==> src/rtl/serial_adder_nbit.sv <==
// Bit-serial N-bit adder.
// A single full-adder stage is reused over WIDTH clock cycles, starting at the LSB.
// A start/done handshake drives it. The final sum and carry are registered and
// held until the next done pulse.
module serial_adder_nbit #(
   parameter int WIDTH = 4
) (
   input  logic             clk,
   input  logic             rst_n,
   input  logic             start,
   input  logic [WIDTH-1:0] a,
   input  logic [WIDTH-1:0] b,
   input  logic             cin,
   output logic             busy,
   output logic             done,
   output logic [WIDTH-1:0] sum,
   output logic             cout
);

   localparam int CNT_W = $clog2(WIDTH) + 1;

   typedef enum logic [1:0] {
      IDLE  = 2'd0,
      SHIFT = 2'd1,
      DONE  = 2'd2
   } state_t;

   state_t             state_r;
   // sa_r doubles as the result shift register.
   // Each sum bit enters at the MSB as the consumed LSB of A leaves at the bottom.
   logic [WIDTH-1:0]   sa_r;
   logic [WIDTH-1:0]   sb_r;
   logic               carry_r;
   logic [CNT_W-1:0]   count_r;

   logic               bit_s;
   logic               carry_s;
   logic               last_s;

   // Full-adder carry: majority of the three input bits.
   function automatic logic maj3(input logic x, input logic y, input logic z);
      return (x & y) | (x & z) | (y & z);
   endfunction

   // Full-adder sum: odd parity of the three input bits.
   function automatic logic xor3(input logic x, input logic y, input logic z);
      return x ^ y ^ z;
   endfunction

   // Full-adder stage on the current LSBs and detection of the final bit position.
   always_comb begin
      bit_s   = xor3(sa_r[0], sb_r[0], carry_r);
      carry_s = maj3(sa_r[0], sb_r[0], carry_r);
      last_s  = (count_r == CNT_W'(WIDTH - 1));
   end

   // Control FSM, datapath shift registers, and registered handshake/result outputs.
   always_ff @(posedge clk) begin
      if (!rst_n) begin
         state_r <= IDLE;
         sa_r    <= {WIDTH{1'b0}};
         sb_r    <= {WIDTH{1'b0}};
         carry_r <= 1'b0;
         count_r <= {CNT_W{1'b0}};
         busy    <= 1'b0;
         done    <= 1'b0;
         sum     <= {WIDTH{1'b0}};
         cout    <= 1'b0;
      end else begin
         case (state_r)
            IDLE, DONE: begin
               if (start) begin
                  sa_r    <= a;
                  sb_r    <= b;
                  carry_r <= cin;
                  count_r <= {CNT_W{1'b0}};
                  busy    <= 1'b1;
                  done    <= 1'b0;
                  state_r <= SHIFT;
               end else begin
                  busy    <= 1'b0;
                  done    <= 1'b0;
                  state_r <= IDLE;
               end
            end
            SHIFT: begin
               // start is deliberately ignored here: no queueing, no restart.
               sa_r    <= {bit_s, sa_r[WIDTH-1:1]};
               sb_r    <= {1'b0, sb_r[WIDTH-1:1]};
               carry_r <= carry_s;
               count_r <= count_r + CNT_W'(1);
               if (last_s) begin
                  sum     <= {bit_s, sa_r[WIDTH-1:1]};
                  cout    <= carry_s;
                  busy    <= 1'b0;
                  done    <= 1'b1;
                  state_r <= DONE;
               end else begin
                  busy    <= 1'b1;
                  done    <= 1'b0;
                  state_r <= SHIFT;
               end
            end
            default: begin
               busy    <= 1'b0;
               done    <= 1'b0;
               state_r <= IDLE;
            end
         endcase
      end
   end

endmodule

==> config.mk <==
export PLATFORM = sky130hd
export DESIGN_NAME = serial_adder_nbit
export DESIGN_NICKNAME = d
export VERILOG_FILES = /design/src/rtl/serial_adder_nbit.sv
export SDC_FILE = /design/constraint.sdc
export NUM_CORES = 1
export LEC_CHECK = 0
export ABC_CLOCK_PERIOD_IN_PS = 1400
export CORE_MARGIN = 4
export CORE_UTILIZATION = 30
export DETAILED_ROUTE_END_ITERATION = 16
export DONT_BUFFER_PORTS = 1
export GPL_TIMING_DRIVEN = 0
export PLACE_DENSITY = 0.46
export SYNTH_ARGS = -nofsm -noshare
export SYNTH_HDL_FRONTEND = slang
export SYNTH_SLANG_ARGS = --single-unit
export TNS_END_PERCENT = 100
==> constraint.sdc <==
create_clock -name clk -period 1.4 [get_ports clk]
set_clock_uncertainty 0.2 [all_clocks]
set_input_delay 0.28 -clock clk [delete_from_list [all_inputs] [get_ports clk]]
set_output_delay 0.28 -clock clk [all_outputs]
set_load 0.05 [all_outputs]
==> results of run 1 <==
cells in the mapped netlist (all sizes together):
master  count
o221ai      7
nand2b      2
nor2b       2
dfxtp      20
nor2        9
clkbuf      2
nor3        8
nand3b      1
and3        3
inv         1
buf         6
o21a        2
fa          1
a31oi       1
a21boi      7
ha          2
nand3       7
nand2       9
and2        1
o21ai       2
flip-flops by register name, summed over array words and instances, names as in the netlist:
signal,flops
cout,1
count_r,3
sb_r,4
carry_r,1
sa_r,4
state_r,2
sum,4
done,1
cell families after synthesis:
group / after synthesis / synth area share (%)
AO/OA/AOI/OAI: 19 / 17.2
adder cells (fa/ha/maj): 3 / 5.33
buffers and inverters: 9 / 6.51
flip-flops: 20 / 47.3
AND/OR/NAND/NOR: 42 / 23.7
worst paths after layout:
kind / startpoint / end / slack, ps / cells past startpoint
worst max-delay path: state_r[0] / done / 40 / 4
worst min register to register: sb_r[3] / sb_r[3] / 280 / 2
worst min-delay path: start / state_r[0] / 6 / 3
worst max register to register: state_r[0] / done / 40 / 4
final cells by class:
class / instances / area share, %
Sequential cell: 20 / 36.6
Multi-Input combinational cell: 64 / 40.6
Clock inverter: 1 / 2.64
Tap cell: 30 / 3.30
Inverter: 1 / 0.330
Timing Repair Buffer: 9 / 8.58
Clock buffer: 3 / 1.98
Buffer: 7 / 5.94
per-layer routing:
layer  wire, um  global-route usage [%]  share of wire, %  up-vias
met5          0                       0                 0        -
met4         13                    2.79              0.69        0
met3         95                    5.24               5.0        2
met2        896                    17.7                47       13
met1        892                    13.5                47      312
li1           -                       -                 -      354
report_power, final:
part           switching, mW  internal [mW]
registers             0.0376          0.603
logic                 0.0916          0.109
clock network          0.190          0.289
what timing repair did:
| action | in CTS | in global routing |
|---|---|---|
| cloned | 0 | 1 |
| buffers inserted | 1 | 2 |
| endpoints found under the hold margin | 4 | 1 |
| hold buffers | 4 | 1 |
| endpoints found under the setup margin | 26 | 17 |
| gates resized for setup | 13 | 19 |
| pin swaps | 3 | 12 |
worst max-delay path: cells and delay by family (launching register included):
| kind | cells | cell delay (ps) |
|---|---|---|
| flip-flops | 1 | 500 |
| AND/OR/NAND/NOR | 2 | 320 |
| buffers and inverters | 2 | 280 |
per-stage QoR:
stage	power, mW	setup WS, ps	setup TNS, ps	instance area [um2]	hold WS [ps]
final	1.32	39.1	0	1140	6.36
after CTS	1.28	5.36	0	1010	4.72
after floorplan	0.755	7.11	0	850	225
after global placement	0.788	-216	-1820	887	230
after global routing	1.39	-32.1	-114	1140	26.6
after detailed placement	0.789	-203	-1790	887	245
==> reports/results.tsv, run 1 <==
metric	value	unit
Pleak	0.421	nW
GPL Wtd Cong	0.671	
first-pass GRT wire length	3.02	mm
Max Clk Rate	0.735	GHz
status	completed	
std cell rows	18	
Critical Path RT	1460	ps
CP max-delay cell	dfxtp_4	
layout cells sized above 1	32.4	%
Final Util	43.9	%
Synth warnings	0	
drt pass-1 iters	3	
die height	61.1	um
minimum clock period	1360	ps
Buffers on Ports	0	
vias in the first global route	697	
CTS root buf	clkbuf_4	
Max IR drop VDD	0.871	mV
clock slew at reported path FFs	130	ps
Post-DRT Antenna Nets	0	
drt wl/cell	14.1	um
Worst-Skew Late Latency	310	ps
crit path max fanout	8	
IO Pins	19	
Layout Cells excl Fill	135	
initial antenna violation count	0	
Synth Instances	93	
vias per cell	5.04	
Final #Nets	121	
type of origin of the critical path	register	
sequence of cells on the critical path	nor2b_4 -> buf_6 -> clkbuf_16 -> and3_1	
Core ar.	2590	um2
Slew Limit Fails	0	
Area Growth Syn to Fin	34.5	%
Num CTS Buffers	3	
H-tree depth	1	
commonest non-fill, non-tap cell in the layout	dfxtp_2	
# fillers	260	
ranking of synthesized cells by area	dfxtp_1 (47%), o221ai_1 (7.2%), a21boi_0 (5.3%)	
Power Density	1160	nW/um2
die area	3730	um2
Overall Global Routing Usage	11.1	%
WS Path Type	reg2reg	
via count	681	
library cells used by synthesis	23	
Hold WC Path Type	in2reg	
starting density of the core	32.7	%
drt total wl	1.90	mm
Multi-input gate area	462	um2
slowest stage delay, CP	500	ps
final setup violation count	0	
Crit. End Element	register	
Avg Inst Size Synth	9.09	um2
# DRC	0	
commonest non-fill, non-tap cells in the layout	dfxtp_2 (10), nor2_1 (9), dfxtp_1 (9)	
Post-Syn Nets	108	
Seq cells post-synth	20	
fin crit share	97.2	%
register area	417	um2
n_diodes	0	
share of the synthesized area in the top cell type	47.3	%
worst rel slew slack	68.8	%
final hold vios	0	
Worst EP arrival	1420	ps
post-synthesis sequential area ratio	47.3	%
Placed Instances	123	
grt ovf	0	
clk sinks	20	
Iter 0 DRT Violations	13	
Max Cap Viol	0	
mapped cell area	846	um2
CTS tree	built	
CTS max path bufs	2	
Die Width	61.1	um
Synth area leader	dfxtp_1	
RSZ-0062 raised after global routing	yes	
largest net degree at the start of global routing	13	
HPWL Detailed	1.34	mm
Worst Max-Slew Pin Slew	468	ps
No activity file was read; power rests on OpenSTA's default activity.
==> run 2, diff against run 1 <==
Settings changed: SETUP_SLACK_MARGIN set to 0.15.
==> run 2 against run 1 <==
Net effect: sequential cell count did not move; sequential share of layout area fell by 0.74 points; clock-buffer cell count rose by 1; total power fell by 12%; worst hold slack improved by 2.5 ps; register-to-register slack got worse by 40 ps; first-iteration DRC count rose by 92%; non-clock buffer count rose by 1; via count rose by 9.5%; highest routed layer unchanged; core utilization rose by 2.0 points; sequential power fell by 0.6%; die area did not move.
==> reports/results.tsv, run 2 (synthesis results as in run 1) <==
metric	value	unit
status	completed	
final hold vios	0	
vias per cell	5.49	
Area Growth Syn to Fin	40.5	%
slowest stage delay, CP	570	ps
GPL Wtd Cong	0.748	
layout cells sized above 1	39.6	%
Max IR drop VDD	0.611	mV
die area	3730	um2
drt wl/cell	16.1	um
Power Density	975	nW/um2
Core ar.	2590	um2
initial antenna violation count	0	
pre-CTS setup slack	-4.47	ps
die height	61.1	um
first-pass GRT wire length	3.62	mm
DP Area	957	um2
crit path max fanout	2	
Clk pwr share	24.5	%
clock slew at reported path FFs	110	ps
minimum clock period	1400	ps
type of origin of the critical path	register	
sequence of cells on the critical path	fa_1 -> nand3_1 -> a21boi_1	
largest net degree at the start of global routing	12	
Fin Setup TNS	0	ps
Crit. End Element	register	
Switching Fraction	27.9	%
starting density of the core	32.7	%
CP max-delay cell	fa_1	
critical path startpoint	sb_r[0]	
fin crit share	99.8	%
n_diodes	0	
Psw	0.323	mW
HPWL Detailed	1.41	mm
Hold WC Path Type	in2reg	
commonest non-fill, non-tap cells in the layout	nor2_1 (9), dfxtp_1 (9), nand2_1 (7), nand3_1 (7)	
IO Pins	19	
Comb pwr share	20.5	%
WS Path Type	reg2reg	
drt total wl	2.19	mm
# DRC	0	
std cell rows	18	
H-tree depth	1	
drt pass-1 iters	4	
worst reg2reg startpoint	sb_r[0]	
Post-DRT Antenna Nets	0	
via count	746	
Critical Path RT	1440	ps
Overall Global Routing Usage	13.2	%
Worst Max-Slew Pin Slew	538	ps
worst rel slew slack	64.2	%
Die Width	61.1	um
grt ovf	0	
Buffers on Ports	0	
vias in the first global route	752	
CTS max path bufs	2	
Worst EP arrival	1430	ps
Pleak	0.432	nW
Flop pwr share	55.0	%
Cell Int Power	0.835	mW
setup ws final	2.84	ps
Hold Crit Start	b[1]	
Iter 0 DRT Violations	25	
CTS tree	built	
final instance area	1190	um2
Max Cap Viol	0	
final setup violation count	0	
Num CTS Buffers	3	
Worst-Skew Late Latency	300	ps
RSZ-0062 raised after global routing	yes	
CTS root buf	clkbuf_4	
Final #Nets	122	
Slew Limit Fails	0	
Top Registers	sa_r x4, sb_r x4, sum x4	
Max Clk Rate	0.716	GHz
clk sinks	20	
-- run 2: layout make-up --
class | count | area, um2
tap | 30 | 37.5
clock buffer | 4 | 26.3
sequential | 20 | 427
multi-input combinational | 64 | 499
timing repair buffer | 9 | 113
buffer | 8 | 82.6
fill | 253 | 1400
inverter | 1 | 3.75
-- run 2: critical path: cells and delay by family, from the launching register on --
family                   cells  cell delay, ps
adder cells (fa/ha/maj)      1             570
flip-flops                   1             350
AND/OR/NAND/NOR              1              90
AO/OA/AOI/OAI                1             130
-- run 2: metal layers --
layer,wire length (um),global-route usage (%)
met1,1000,17.8
met2,1080,20.5
met3,95,3.14
met4,13,4.64
met5,0,0
-- run 2: path summary, 6_finish.rpt --
path | to | slack, ps | cells after the start
min reg2reg | sb_r[3] | 290 | 2
max reg2reg | sum[3] | 3 | 3
min | sb_r[1] | 9 | 2
max | sum[3] | 3 | 3
-- run 2: power by group through the flow --
stage	sequential (mW)	clock [mW]	combinational (mW)
after global placement	0.654	0	0.154
after detailed placement	0.655	0	0.156
after floorplan	0.648	0	0.125
after CTS	0.637	0.293	0.211
after global routing	0.643	0.326	0.260
final	0.637	0.284	0.238
-- run 2: metrics by stage --
step	std cells	hold WS, ps	total power [mW]	util, %
2_1_floorplan	93	225	0.773	-
3_3_place_gp	123	231	0.808	37.0
3_5_place_dp	123	236	0.811	37.0
4_1_cts	134	3.90	1.14	43.7
5_1_grt	136	6.73	1.23	45.9
6_report	136	8.82	1.16	45.9
-- run 2: timing repair --
action                                  4_1_cts  5_1_grt
pin swaps                                     6        9
hold buffers                                  3        1
endpoints found under the setup margin       27       27
endpoints found under the hold margin         3        1
resized for setup                            24        5
gates cloned                                  2        1
buffers inserted                              2        0
